$ cat src/rtl/init_cmd_pkg.sv
// Purpose: shared command encodings and CA opcodes for the DRAM init path.
// Latency: n/a (types and constants only).
// Backpressure: n/a.
package init_cmd_pkg;

  typedef enum logic [4:0] {
    CMD_PRE = 5'd1,
    CMD_ZQ  = 5'd2,
    CMD_MRW = 5'd3,
    CMD_CKE = 5'd4
  } cmd_type_t;

  localparam logic [13:0] CA_PREAB = 14'h041B;
  localparam logic [4:0]  MPC_OP    = 5'b01111;
  localparam logic [7:0]  MPC_ZQCAL = 8'h05;
  localparam logic [4:0]  MRW_OP    = 5'b00101;

  // One buffered command: {type, payload}
  localparam int CMD_W = 37;

  typedef enum logic [1:0] {
    ST_IDLE,
    ST_CYC1,
    ST_CYC2,
    ST_GAP
  } ca_state_t;

  // First CA cycle of a mode-register write: {0, MA, MRW opcode}
  function automatic logic [13:0] mrw_ca1(input logic [7:0] ma);
    return {1'b0, ma, MRW_OP};
  endfunction

endpackage

$ cat src/rtl/init_cmd_fifo.sv
// Purpose: small synchronous command FIFO with wrap-bit pointers.
// Latency: a push is visible at the head the cycle after the write edge.
// Backpressure: push ignored while full, pop ignored while empty; no pass-through.
module init_cmd_fifo #(
  parameter int WIDTH = 37,
  parameter int DEPTH = 4
) (
  input  logic             clk,
  input  logic             rst,
  input  logic             push,
  input  logic [WIDTH-1:0] push_dat,
  input  logic             pop,
  output logic             full,
  output logic             empty,
  output logic [WIDTH-1:0] head_dat
);

  localparam int AW = (DEPTH > 1) ? $clog2(DEPTH) : 1;
  localparam logic [AW:0] PTR_ONE = 1;

  logic [WIDTH-1:0] mem [DEPTH];
  logic [AW:0]      wr_ptr;
  logic [AW:0]      rd_ptr;

  assign empty    = (wr_ptr == rd_ptr);
  assign full     = (wr_ptr[AW] != rd_ptr[AW]) && (wr_ptr[AW-1:0] == rd_ptr[AW-1:0]);
  assign head_dat = mem[rd_ptr[AW-1:0]];

  // Pointer update; full/empty gating keeps the pointers consistent even if a caller misbehaves
  always_ff @(posedge clk or posedge rst) begin
    if (rst) begin
      wr_ptr <= '0;
      rd_ptr <= '0;
    end else begin
      if (push && !full) wr_ptr <= wr_ptr + PTR_ONE;
      if (pop && !empty) rd_ptr <= rd_ptr + PTR_ONE;
    end
  end

  // Storage write; contents need no reset because the pointers define validity
  always_ff @(posedge clk) begin
    if (push && !full) mem[wr_ptr[AW-1:0]] <= push_dat;
  end

endmodule

$ cat src/rtl/init_ca_encoder.sv
// Purpose: buffers init commands and serializes them onto the DDR5 CA bus with CS framing, gap and CKE.
// Latency: push at edge E into empty/idle -> cs_n low from E+1 (1 cycle PRE/ZQ, 2 cycles MRW); CKE at E+1.
// Backpressure: cmd_ready = !fifo_full; a pop in the same cycle does not free a slot for that push.
module init_ca_encoder
  import init_cmd_pkg::*;
#(
  parameter int FIFO_DEPTH   = 4,
  parameter int T_GAP_CYCLES = 4
) (
  input  logic        clk,
  input  logic        rst,
  input  logic        cmd_valid,
  input  logic [4:0]  cmd_type,
  input  logic [31:0] cmd_data,
  output logic        cmd_ready,
  output logic [13:0] ca,
  output logic        cs_n,
  output logic        cke,
  output logic        busy,
  output logic [15:0] issue_cnt,
  output logic        err_bad_type
);

  localparam int GW = (T_GAP_CYCLES > 0) ? $clog2(T_GAP_CYCLES + 1) : 1;
  localparam logic [GW-1:0] GAP_LAST = GW'(T_GAP_CYCLES);
  localparam logic [GW-1:0] GAP_ONE  = GW'(1);

  ca_state_t        state;
  logic             fifo_full;
  logic             fifo_empty;
  logic [CMD_W-1:0] head_dat;
  logic [4:0]       head_type;
  logic [31:0]      head_data;
  logic             push;
  logic             pop;
  logic [GW-1:0]    gap_cnt;
  logic [7:0]       op_q;
  logic             is_mrw;
  logic             unused_hi;

  assign push      = cmd_valid && !fifo_full;
  assign pop       = (state == ST_IDLE) && !fifo_empty;
  assign cmd_ready = !fifo_full;
  assign busy      = !fifo_empty || (state != ST_IDLE);
  assign head_type = head_dat[36:32];
  assign head_data = head_dat[31:0];
  assign unused_hi = ^head_data[31:16];

  init_cmd_fifo #(
    .WIDTH (CMD_W),
    .DEPTH (FIFO_DEPTH)
  ) u_fifo (
    .clk      (clk),
    .rst      (rst),
    .push     (push),
    .push_dat ({cmd_type, cmd_data}),
    .pop      (pop),
    .full     (fifo_full),
    .empty    (fifo_empty),
    .head_dat (head_dat)
  );

  // Encoder FSM: pop/decode in IDLE, drive registered CA/CS, enforce gap, own CKE and counters
  always_ff @(posedge clk or posedge rst) begin
    if (rst) begin
      state        <= ST_IDLE;
      ca           <= '0;
      cs_n         <= 1'b1;
      cke          <= 1'b0;
      issue_cnt    <= '0;
      err_bad_type <= 1'b0;
      gap_cnt      <= '0;
      op_q         <= '0;
      is_mrw       <= 1'b0;
    end else begin
      // Deselected by default; only CA cycles override
      ca   <= '0;
      cs_n <= 1'b1;
      case (state)
        ST_IDLE: begin
          if (!fifo_empty) begin
            case (head_type)
              CMD_PRE: begin
                state     <= ST_CYC1;
                ca        <= CA_PREAB;
                cs_n      <= 1'b0;
                is_mrw    <= 1'b0;
                issue_cnt <= issue_cnt + 16'd1;
              end
              CMD_ZQ: begin
                state     <= ST_CYC1;
                ca        <= {1'b0, MPC_ZQCAL, MPC_OP};
                cs_n      <= 1'b0;
                is_mrw    <= 1'b0;
                issue_cnt <= issue_cnt + 16'd1;
              end
              CMD_MRW: begin
                state  <= ST_CYC1;
                ca     <= mrw_ca1(head_data[7:0]);
                cs_n   <= 1'b0;
                op_q   <= head_data[15:8];
                is_mrw <= 1'b1;
              end
              CMD_CKE: cke <= head_data[0];
              default: err_bad_type <= 1'b1;
            endcase
          end
        end
        ST_CYC1: begin
          if (is_mrw) begin
            // Second MRW cycle is the last CA cycle, so it is counted here
            state     <= ST_CYC2;
            ca        <= {6'h00, op_q};
            cs_n      <= 1'b0;
            issue_cnt <= issue_cnt + 16'd1;
          end else if (T_GAP_CYCLES > 0) begin
            state   <= ST_GAP;
            gap_cnt <= GAP_ONE;
          end else begin
            state <= ST_IDLE;
          end
        end
        ST_CYC2: begin
          if (T_GAP_CYCLES > 0) begin
            state   <= ST_GAP;
            gap_cnt <= GAP_ONE;
          end else begin
            state <= ST_IDLE;
          end
        end
        ST_GAP: begin
          if (gap_cnt == GAP_LAST) state <= ST_IDLE;
          else                     gap_cnt <= gap_cnt + GAP_ONE;
        end
        default: state <= ST_IDLE;
      endcase
    end
  end

endmodule

$ cat config.mk
export PLATFORM = sky130hd
export DESIGN_NAME = init_ca_encoder
export DESIGN_NICKNAME = d
export VERILOG_FILES = /design/src/rtl/init_cmd_pkg.sv /design/src/rtl/init_cmd_fifo.sv /design/src/rtl/init_ca_encoder.sv
export SDC_FILE = /design/constraint.sdc
export NUM_CORES = 1
export LEC_CHECK = 0
export ABC_AREA = 1
export BUFFER_PORTS_ARGS = -buffer_cell sky130_fd_sc_hd__buf_4
export CORE_UTILIZATION = 40
export DETAILED_ROUTE_END_ITERATION = 6
export PLACE_DENSITY = 0.65
export SLEW_MARGIN = 20
export SYNTH_ARGS = -nofsm -noshare
export SYNTH_HDL_FRONTEND = slang
export SYNTH_SLANG_ARGS = --single-unit
$ cat constraint.sdc
create_clock -name clk -period 3.88 [get_ports clk]
set_clock_uncertainty 0.05 [all_clocks]
set_input_delay 0.582 -clock clk [delete_from_list [all_inputs] [get_ports clk]]
set_output_delay 0.582 -clock clk [all_outputs]
set_load 0.05 [all_outputs]
==> results.md, run 1 <==
* Status: complete, no violations
* Crit-path max FO at 45
* Register bit total from synthesis at 136
* Library cell used as clock root buffer: sky130_fd_sc_hd__clkbuf_16
* Number of antenna-violating nets in the routed design at 0
* Diodes inserted at 0
* Fraction of layout instances using a drive strength above 1 at 20.77%
* Residual DRC at 0
* Finish-stage setup viols at 0
* Total global-route track usage at 17.58%
* Count of cells resized by post-cts repair at 0
* Least setup slack across all paths after layout at 1.179 ns
* Synthesized-area fraction occupied by ao, oa, aoi and oai cells at 5.467%
* Required time of the critical path at 3.25 ns
* Placed wire-length estimate at 7885 µm
* Die outline area at 15480 µm²
* Part of the Yosys area used for sequential elements at 63.79%
* Die Y at 124.4 µm
* Number of DRC markers after the initial detailed-route iteration at 243
* Number of antenna violations at the first check in global routing at 0
* Area overhead of the layout relative to synthesis at 19.22%
* Actual slew at the worst max-slew pin at 0.6014 ns
* Instance area at placement at 6579 µm²
* Crit path capture type: output pin
* Per-instance average area after synthesis at 11.02 µm²
* Final sum of negative setup slack at 0 ns
* Port buffer count at 57
* Adder-cell share of the synthesized area at 2.295%
* Number of synthesis warnings at 0
* Startpoint type of the worst setup path: flop
* Post-synthesis xor/xnor area fraction at 2.922%
* Distinct cells, synth at 40
* Share of the cycle needed by the critical path after routing at 69.62%
* Largest family of logic cells by synthesized area: simple AND/OR/NAND/NOR gates
* Number of fill cells at 1299
* Clock tree from TritonCTS: yes
* Grt total ovfl at 0
* Cells after Synth at 544
* Std-Cell Core Area at 14590 µm²
* Portion of netlist area occupied by mux cells at 0%
* Total leakage power at 0.003084 µW
* Max-slew violation count at 0
* Effective utilization at floorplan at 41.10%
* Hold bufs inserted after CTS at 0
* Worst-Skew Late Latency at 0.42 ns
* Number of cells in the finished layout apart from fillers at 805
* Worst slew margin relative to its limit at 59.85%
* Row count at 44
* Clock net sink count at 136
* Clock input transition at the sequential cells of the worst setup and hold paths at 0.06 ns
* Clock buffer count from CTS at 17
* Number of buffers on the longest clock path at 2
* Setup repair after global routing missed its margin: false
* Count of final hold-check violations at 0
* Detail-routed via count per cell at 4.963
* Post-CTS Setup Inserts at 0
* Tot Pwr at 5631 µW
* DRT Wirelength at 12510 µm
* First-pass GRT wire length at 21080 µm
* VDD IR-drop max at 0.0004223 V
* Pin count of the biggest net entering global routing at 46
* Die span in x at 124.4 µm
* Simple-gate area share of the yosys netlist at 20.93%
* Net count of the finished layout at 659
* Via count of the first global-routing pass at 4173
* Post-route standard cell area excluding fillers at 7148 µm²
* Net count after synthesis at 595
* Class of the worst hold path: in2async
* Worst slack at placement at 1.387 ns
* Period minus WS final at 2.701 ns
* Routability congestion estimate at 0.8579
* Worst EP arrival at 2.07 ns
* Maximum clock frequency at 0.3702 GHz
* Routed length per instance at 15.54 µm
* Power per Cell Area at 787.8 nW/µm²
* Total of max-cap violations at 0
* H-tree Lvls at 4
* Critical path class: reg2out
* R2r setup slk at 1.34 ns
* Vias after detailed routing at 3995
* Post-synthesis instance area at 5996 µm²
* Post-Place Cells at 773
* Pre-antenna DRT Iters at 4
* Ports at 75
## power by group
group | switching [µW] | leakage, µW | internal, µW
Clock | 599 | 0.000276 | 933
Sequential | 154 | 0.00145 | 1910
Combinational | 1470 | 0.00135 | 569
## cell type report
type	instances	area [µm²]	area share [%]
Tap cell	184	230.2	3.221
Multi-Input combinational cell	355	1909	26.71
Timing Repair Buffer	65	488.0	6.827
Inverter	33	126.4	1.768
Clock inverter	10	95.09	1.330
Sequential cell	136	3825	53.51
Clock buffer	22	474.2	6.634
## registers in the layout, indices dropped and copies added, names as in the netlist
name           flops
u_fifo.mem        84
op_q               8
cs_n               1
u_fifo.rd_ptr      3
gap_cnt            3
u_fifo.wr_ptr      3
cke                1
issue_cnt         16
ca                13
state              2
is_mrw             1
err_bad_type       1
## stage by stage
step           util (%)  hold WS (ns)
3_3_place_gp      45.09        0.4039
2_1_floorplan         -        0.3922
3_5_place_dp      45.09        0.4085
4_1_cts           49.00        0.2104
6_report          49.00        0.1920
5_1_grt           49.00        0.2473
## routing by layer
metal | part of all wire [%] | vias up | track usage (%) | wire length (µm)
met5 | 0 | - | 0 | 0
met4 | 0.91 | 0 | 5.599 | 114
met3 | 4.9 | 7 | 4.725 | 611
met2 | 50 | 97 | 29.80 | 6233
met1 | 44 | 1925 | 21.75 | 5552
li1 | - | 1966 | - | -
## critical path, cell delays in order (launching register included)
cell                      delay (ns)
sky130_fd_sc_hd__dfrtp_1        0.32
sky130_fd_sc_hd__buf_4          0.42
sky130_fd_sc_hd__xor2_1         0.18
sky130_fd_sc_hd__nor3_4         0.20
sky130_fd_sc_hd__nand2_4        0.10
sky130_fd_sc_hd__nor2_4         0.18
sky130_fd_sc_hd__inv_1          0.08
sky130_fd_sc_hd__buf_4          0.19
## cells in the final DEF, fill, tap and decap left out, drive strengths merged
master and instances:
a21oi 14, a22oi 1, a311oi 1, a32o 1, and2 1, buf 65, bufinv 1, clkbuf 22
clkinv 7, clkinvlp 2, conb 1, dfrtp 51, dfstp 1, edfxtp 84, ha 11, inv 33
nand2 154, nand3 49, nand3b 3, nand4 3, nor2 45, nor3 10, o211ai 1, o21ai 29
o22ai 11, xnor2 8, xor2 12
## logic make-up after synthesis
kind of cell    Yosys count
flops                   136
other cells               1
simple gates            265
buf+inv                  53
xor+xnor                 20
compound gates           58
fa+ha+maj                11
## Yosys cell counts (all sizes together)
cell	count	area share (%)
nor3	10	1.8
conb	1	0.063
nand2	154	10
o22ai	11	1.3
a32o	1	0.17
a311oi	1	0.15
ha	11	2.3
xnor2	8	1.2
o211ai	1	0.13
o21ai	29	2.4
a21oi	14	1.2
dfrtp	51	21
clkbuf	8	0.50
nand4	3	0.31
inv	32	2.0
nand3b	3	0.38
xor2	12	1.8
nand3	49	4.5
a22oi	1	0.13
edfxtp	84	42
dfstp	1	0.44
clkinv	1	0.063
and2	1	0.15
nor2	45	3.4
buf	12	1.9
## final timing paths
kind / start / endpoint / cells past startpoint
worst max register to register: u_fifo.rd_ptr[0]$_DFFE_PP0P_ / issue_cnt[1]$_DFFE_PP0P_ / 11
worst max-delay path: u_fifo.rd_ptr[0]$_DFFE_PP0P_ / busy / 7
worst min-delay path: rst / op_q[6]$_DFFE_PP0P_ / 2
max in group asynchronous: rst / gap_cnt[1]$_DFFE_PP0P_ / 3
worst min register to register: op_q[3]$_DFFE_PP0P_ / op_q[3]$_DFFE_PP0P_ / 2
min in group clk: cmd_data[10] / u_fifo.mem[2][10]$_DFFE_PP_ / 1
Power figures use the tool's default switching activity.
==> run 2: changes to the inputs <==
clock period = 2.77 ns   (was 3.88 ns; I/O delays follow)
==> results.md, run 2 (synthesis results as in run 1) <==
* Die outline area at 15480 µm² (unchanged)
* Grt total ovfl at 0 (unchanged)
* Instance area at placement at 6614 µm² (+0.53%)
* Effective utilization at floorplan at 41.10% (unchanged)
* Placed wire-length estimate at 7907 µm (+0.28%)
* Worst slack at placement at 0.4997 ns (-0.8876 ns)
* Actual slew at the worst max-slew pin at 0.6644 ns (+0.06297 ns)
* VDD IR-drop max at 0.0004892 V (+16%)
* Vias after detailed routing at 3984 (-0.28%)
* Detail-routed via count per cell at 4.919 (-0.89%)
* Net count of the finished layout at 664 (+0.76%)
* First-pass GRT wire length at 19950 µm (-5.3%)
* Leading cell types in the layout, fill and taps excluded: 146 x sky130_fd_sc_hd__nand2_1, 84 x sky130_fd_sc_hd__edfxtp_1, 70 x sky130_fd_sc_hd__buf_4
* Total global-route track usage at 16.65% (-0.93 points)
* Port buffer count at 57 (unchanged)
* Std-Cell Core Area at 14590 µm² (unchanged)
* Reg-to-reg endpoint: u_fifo.mem[0][3]$_DFFE_PP_
* DRT Wirelength at 11930 µm (-4.7%)
* Crit-path max FO at 12 (-73%)
* Final core utilization at 49.21% (+0.21 points)
* Pin count of the biggest net entering global routing at 33 (-28%)
* Least setup slack across all paths after layout at 0.1986 ns (-0.9801 ns)
* Critical path class: reg2out
* Clock net sink count at 136 (unchanged)
* Routed length per instance at 14.72 µm (-5.3%)
* Post-CTS Setup Inserts at 0 (unchanged)
* Startpoint of the worst-slack reg-to-reg timing path: u_fifo.rd_ptr[1]$_DFFE_PP0P_
* Worst slew margin relative to its limit at 55.64% (-4.2 points)
* Cells along the critical path: inv_2 -> nor2_2 -> nor3_4 -> nand2_4 -> nor2_4 -> inv_1 -> buf_4
* Period minus WS final at 2.571 ns
* Routability congestion estimate at 0.8902 (+3.8%)
* Count of final hold-check violations at 0 (unchanged)
* Total leakage power at 0.003114 µW (+0.98%)
* Finish-stage setup viols at 0 (unchanged)
* Die Y at 124.4 µm (unchanged)
* Area overhead of the layout relative to synthesis at 19.74%
* Delay contributed by the slowest stage of the critical path at 0.54 ns (+0.12 ns)
* Fraction of layout instances using a drive strength above 1 at 21.09% (+0.31 points)
* Startpoint type of the worst setup path: flop
* Reg2reg path depth at 7 (-4)
* Crit path capture type: output pin
* Setup repair after global routing missed its margin: false
* Via count of the first global-routing pass at 4061 (-2.7%)
* Critical path buffer and inverter count at 3 (unchanged)
* Number of antenna-violating nets in the routed design at 0 (unchanged)
* Commonest non-fill, non-tap cell in the layout: sky130_fd_sc_hd__nand2_1
* Clock buffer count from CTS at 17 (unchanged)
* Tot Pwr at 7878 µW (+40%)
* Cell at the slowest stage of the critical path: sky130_fd_sc_hd__dfrtp_1
* Library cell used as clock root buffer: sky130_fd_sc_hd__clkbuf_16
* Diodes inserted at 0 (unchanged)
* Number of buffers on the longest clock path at 2 (unchanged)
* Clock tree from TritonCTS: yes
* Worst-Skew Late Latency at 0.42 ns (about the same)
* R2r setup slk at 0.52 ns (-0.82 ns)
* Ports at 75 (unchanged)
* Count of cells resized by post-cts repair at 0 (unchanged)
* Share of the cycle needed by the critical path after routing at 92.83%
* Pre-antenna DRT Iters at 5 (+1)
* Hold bufs inserted after CTS at 0 (unchanged)
* Max-slew violation count at 0 (unchanged)
* Largest register FFs at 84 (unchanged)
* Number of antenna violations at the first check in global routing at 0 (unchanged)
* Total of max-cap violations at 0 (unchanged)
* Clock input transition at the sequential cells of the worst setup and hold paths at 0.06 ns (about the same)
* Maximum clock frequency at 0.3889 GHz
* Number of DRC markers after the initial detailed-route iteration at 232 (-4.5%)
* Post-route standard cell area excluding fillers at 7179 µm² (+0.44%)
* Power per Cell Area at 1097 nW/µm² (+39%)
* Required time of the critical path at 2.30 ns (-0.95 ns)
* Kind of cell with the highest combined delay on the critical path: simple AND/OR/NAND/NOR gates
* Final sum of negative setup slack at 0 ns (unchanged)
* Row count at 44 (unchanged)
* Class of the worst hold path: in2async
* Die span in x at 124.4 µm (unchanged)
* Residual DRC at 0 (unchanged)
* Launching element of the worst setup path: u_fifo.rd_ptr[1]$_DFFE_PP0P_
* Worst EP arrival at 2.11 ns (+0.04 ns)
* H-tree Lvls at 4 (unchanged)
* Status: complete, no violations
-- run 2: changes by cell type in the layout (fill, tap and decap cells not counted) --
cell,previous run,this run
sky130_fd_sc_hd__buf_4,65,70
sky130_fd_sc_hd__clkbuf_8,3,0
sky130_fd_sc_hd__clkinv_2,3,5
sky130_fd_sc_hd__clkinvlp_4,2,0
sky130_fd_sc_hd__bufinv_16,1,2
sky130_fd_sc_hd__clkbuf_1,2,3
sky130_fd_sc_hd__clkinv_4,3,4
sky130_fd_sc_hd__nor2_1,37,38
sky130_fd_sc_hd__nor2_2,5,4
-- run 2: layout make-up --
class	count	area [µm²]
Inverter	33	126.4
Sequential cell	136	3825
Multi-Input combinational cell	355	1907
Tap cell	184	230.2
Clock inverter	12	128.9
Clock buffer	20	436.7
Fill cell	1281	7410
Timing Repair Buffer	70	525.5
-- run 2: worst register-to-register path, cell delays in order (launching register included) --
cell,delay (ns)
sky130_fd_sc_hd__dfrtp_1,0.62
sky130_fd_sc_hd__inv_2,0.24
sky130_fd_sc_hd__nor2_2,0.18
sky130_fd_sc_hd__nor3_4,0.07
sky130_fd_sc_hd__nand2_1,0.09
sky130_fd_sc_hd__nand2_1,0.19
sky130_fd_sc_hd__nor2_2,0.13
sky130_fd_sc_hd__buf_4,0.33
-- run 2: metal layers --
metal / GRT usage [%] / up-vias / wire length (µm)
li1: - / 1977 / -
met1: 21.35 / 1898 / 5302
met2: 26.75 / 103 / 5985
met3: 4.124 / 6 / 531
met4: 7.229 / 0 / 108
met5: 0 / - / 0
-- run 2: per-stage QoR --
stage | hold slack (ns) | instances
CTS | 0.07279 | 810
floorplan | 0.3922 | 544
finish | 0.05428 | 810
global route | 0.1095 | 810
global placement | 0.4066 | 778
detailed placement | 0.4101 | 778
-- run 2: how the worst max path moves through the flow --
stage / end / slack (ns) / depth (start not counted)
after floorplan: u_fifo.mem[0][0]$_DFFE_PP_ / -0.19 / 7
after global placement: u_fifo.mem[1][7]$_DFFE_PP_ / 0.50 / 7
after detailed placement: u_fifo.mem[0][7]$_DFFE_PP_ / 0.50 / 7
after CTS: busy / 0.16 / 7
after global routing: busy / 0.08 / 7
final: busy / 0.20 / 7
-- run 2: power breakdown --
group          internal (µW)  switching (µW)
Combinational            833            1980
Clock                   1320             821
Sequential              2670             250
Total                   4820            3050
==> run 3: changes to the inputs <==
CTS_BUF_LIST = sky130_fd_sc_hd__clkbuf_4   (was not set)
==> results.md, run 3 (synthesis results as in run 1) <==
* Reported net switching power at 2935 µW (-3.9%)
* Total of max-cap violations at 0 (unchanged)
* Power per Cell Area at 985.9 nW/µm² (-10%)
* VDD IR-drop max at 0.0004092 V (-16%)
* Via count of the first global-routing pass at 4076 (+0.37%)
* Critical path class: reg2out
* Worst-Skew Late Latency at 0.52 ns (+0.10 ns)
* Post-CTS Setup Inserts at 0 (unchanged)
* Depth of the critical timing path with buffers and inverters included at 7 (unchanged)
* Internal portion of total power at 4084 µW (-15%)
* First-pass GRT wire length at 19910 µm (-0.21%)
* Number of cells in the finished layout apart from fillers at 833 (+2.8%)
* Routed length per instance at 14.19 µm (-3.6%)
* Fraction of layout instances using a drive strength above 1 at 20.99% (-0.099 points)
* Routability congestion estimate at 0.8902 (unchanged)
* Final core utilization at 48.80% (-0.41 points)
* Leading cell types in the layout, fill and taps excluded: 146 x sky130_fd_sc_hd__nand2_1, 84 x sky130_fd_sc_hd__edfxtp_1, 70 x sky130_fd_sc_hd__buf_4
* Post-route standard cell area excluding fillers at 7119 µm² (-0.84%)
* Clock input transition at the sequential cells of the worst setup and hold paths at 0.11 ns (+0.05 ns)
* Count of final hold-check violations at 0 (unchanged)
* Area overhead of the layout relative to synthesis at 18.74%
* Cells along the critical path: buf_4 -> xor2_1 -> nor3_4 -> nand2_4 -> nor2_4 -> inv_1 -> buf_4
* Residual DRC at 0 (unchanged)
* Class of the worst hold path: in2reg
* H-tree Lvls at 4 (unchanged)
* Number of antenna violations at the first check in global routing at 1 (+1)
* Library cell used as clock root buffer: sky130_fd_sc_hd__clkbuf_4
* Placed wire-length estimate at 7907 µm (unchanged)
* Critical path buffer and inverter count at 3 (unchanged)
* Finish-stage setup viols at 0 (unchanged)
* Setup repair after global routing missed its margin: false
* CP endpoint: busy
* Clock buffer count from CTS at 17 (unchanged)
* Port buffer count at 57 (unchanged)
* Number of antenna-violating nets in the routed design at 0 (unchanged)
* Die outline area at 15480 µm² (unchanged)
* Pre-antenna DRT Iters at 5 (unchanged)
* Vias after detailed routing at 4068 (+2.1%)
* Worst slew margin relative to its limit at 55.76% (+0.12 points)
* Commonest non-fill, non-tap cell in the layout: sky130_fd_sc_hd__nand2_1
* Cell at the slowest stage of the critical path: sky130_fd_sc_hd__dfrtp_1
* Reg2reg path depth at 12 (+5)
* Startpoint type of the worst setup path: flop
* Area of the multi-input gates at 1907 µm² (unchanged)
* R2r setup slk at 0.58 ns (+0.06 ns)
* Crit path capture type: output pin
* Maximum clock frequency at 0.3927 GHz (+0.97%)
* DRT Wirelength at 11820 µm (-0.86%)
* Worst EP arrival at 2.08 ns (-0.03 ns)
* Number of DRC markers after the initial detailed-route iteration at 229 (-1.3%)
* Launching element of the worst setup path: u_fifo.rd_ptr[0]$_DFFE_PP0P_
* Post-Place Cells at 778 (unchanged)
* Total leakage power at 0.003084 µW (-0.96%)
* Number of buffers on the longest clock path at 2 (unchanged)
* Cell mode on critical path: sky130_fd_sc_hd__buf_4
* Final sum of negative setup slack at 0 ns (unchanged)
* Die Y at 124.4 µm (unchanged)
* Startpoint of the worst-slack reg-to-reg timing path: u_fifo.rd_ptr[0]$_DFFE_PP0P_
* Max-slew violation count at 0 (unchanged)
* FF/Latch Area at 3826 µm² (about the same)
* Delay contributed by the slowest stage of the critical path at 0.46 ns (-0.08 ns)
* Clock net sink count at 136 (unchanged)
* Instance area at placement at 6614 µm² (unchanged)
* Std-Cell Core Area at 14590 µm² (unchanged)
* Fraction of power consumed by combinational cells at 40.4% (+4.7 points)
* Effective utilization at floorplan at 41.10% (unchanged)
* Ports at 75 (unchanged)
* Required time of the critical path at 2.30 ns (about the same)
* Total global-route track usage at 16.55% (-0.099 points)
* Net count of the finished layout at 686 (+3.3%)
* Actual slew at the worst max-slew pin at 0.6626 ns (-0.001749 ns)
* Tot Pwr at 7019 µW (-11%)
* Largest register FFs at 84 (unchanged)
* Crit-path max FO at 9 (-3)
* Share of the cycle needed by the critical path after routing at 91.94% (-0.89 points)
* Clock tree from TritonCTS: yes
* Detail-routed via count per cell at 4.884 (-0.71%)
* Grt total ovfl at 0 (unchanged)
* Share of total power in sequential cells at 41.5% (+4.5 points)
* Reg-to-reg endpoint: issue_cnt[10]$_DFFE_PP0P_
* Row count at 44 (unchanged)
* Status: complete, no violations
* Clk network pwr share at 18.0% (-9.2 points)
* Pin count of the biggest net entering global routing at 33 (unchanged)
* Switching power share of the total at 41.82% (+3.0 points)
* Kind of cell with the highest combined delay on the critical path: buffers and inverters
* Die span in x at 124.4 µm (unchanged)
* Period minus WS final at 2.547 ns (-0.02477 ns)
* Number of fill cells at 1306 (+2.0%)
==> run 3: worst min path at each step <==
stage	cells after the start	start	to
final	3	cmd_valid	u_fifo.wr_ptr[0]$_DFFE_PP0P_
after global routing	3	cmd_valid	u_fifo.wr_ptr[1]$_DFFE_PP0P_
after CTS	1	cmd_type[1]	u_fifo.mem[0][33]$_DFFE_PP_
after detailed placement	2	op_q[3]$_DFFE_PP0P_	op_q[3]$_DFFE_PP0P_
after global placement	2	op_q[3]$_DFFE_PP0P_	op_q[3]$_DFFE_PP0P_
after floorplan	2	op_q[0]$_DFFE_PP0P_	op_q[0]$_DFFE_PP0P_
==> run 3: routing by layer <==
metal  vias up  global-route usage [%]  routed length, µm
li1       2023                       -                  -
met1      1943                   21.01               5256
met2       100                   27.23               6013
met3         2                   4.338                494
met4         0                   5.882                 61
met5         -                       0                  0
==> run 3: repair_timing <==
| item | 4_1_cts | 5_1_grt |
|---|---|---|
| endpoints found under the setup margin | 0 | 1 |
| endpoints found under the hold margin | 86 | 20 |
| resized for setup | 0 | 2 |
| hold buffers | 17 | 5 |
==> run 3: power groups by stage <==
stage               Sequential, µW  Combinational, µW  Clock, µW
floorplan                     3110               1980          0
global placement              2940               2770          0
detailed placement            2950               2850          0
CTS                           2910               2880       1300
global route                  2960               3190       1380
finish                        2910               2840       1270
==> run 3: tightest hold or removal path, stage by stage <==
cell and delay (ns):
sky130_fd_sc_hd__buf_4 0.08, sky130_fd_sc_hd__nand2_1 0.17, sky130_fd_sc_hd__xor2_1 0.18
==> run 3: layout make-up <==
type / instances / share of cell area, %
multi-input combinational: 355 / 26.78
timing repair buffer: 92 / 10.47
tap: 184 / 3.234
sequential: 136 / 53.74
clock buffer: 20 / 2.109
antenna: 1 / 0.03515
clock inverter: 12 / 1.810
inverter: 33 / 1.810
==> run 3: stage by stage <==
step,setup WS (ns),hold slack [ns]
final,0.2233,0.3293
after global routing,0.07110,0.3003
after CTS,0.0005114,0.002054
after detailed placement,0.4997,0.4101
after global placement,0.5043,0.4066
after floorplan,-0.1912,0.3922
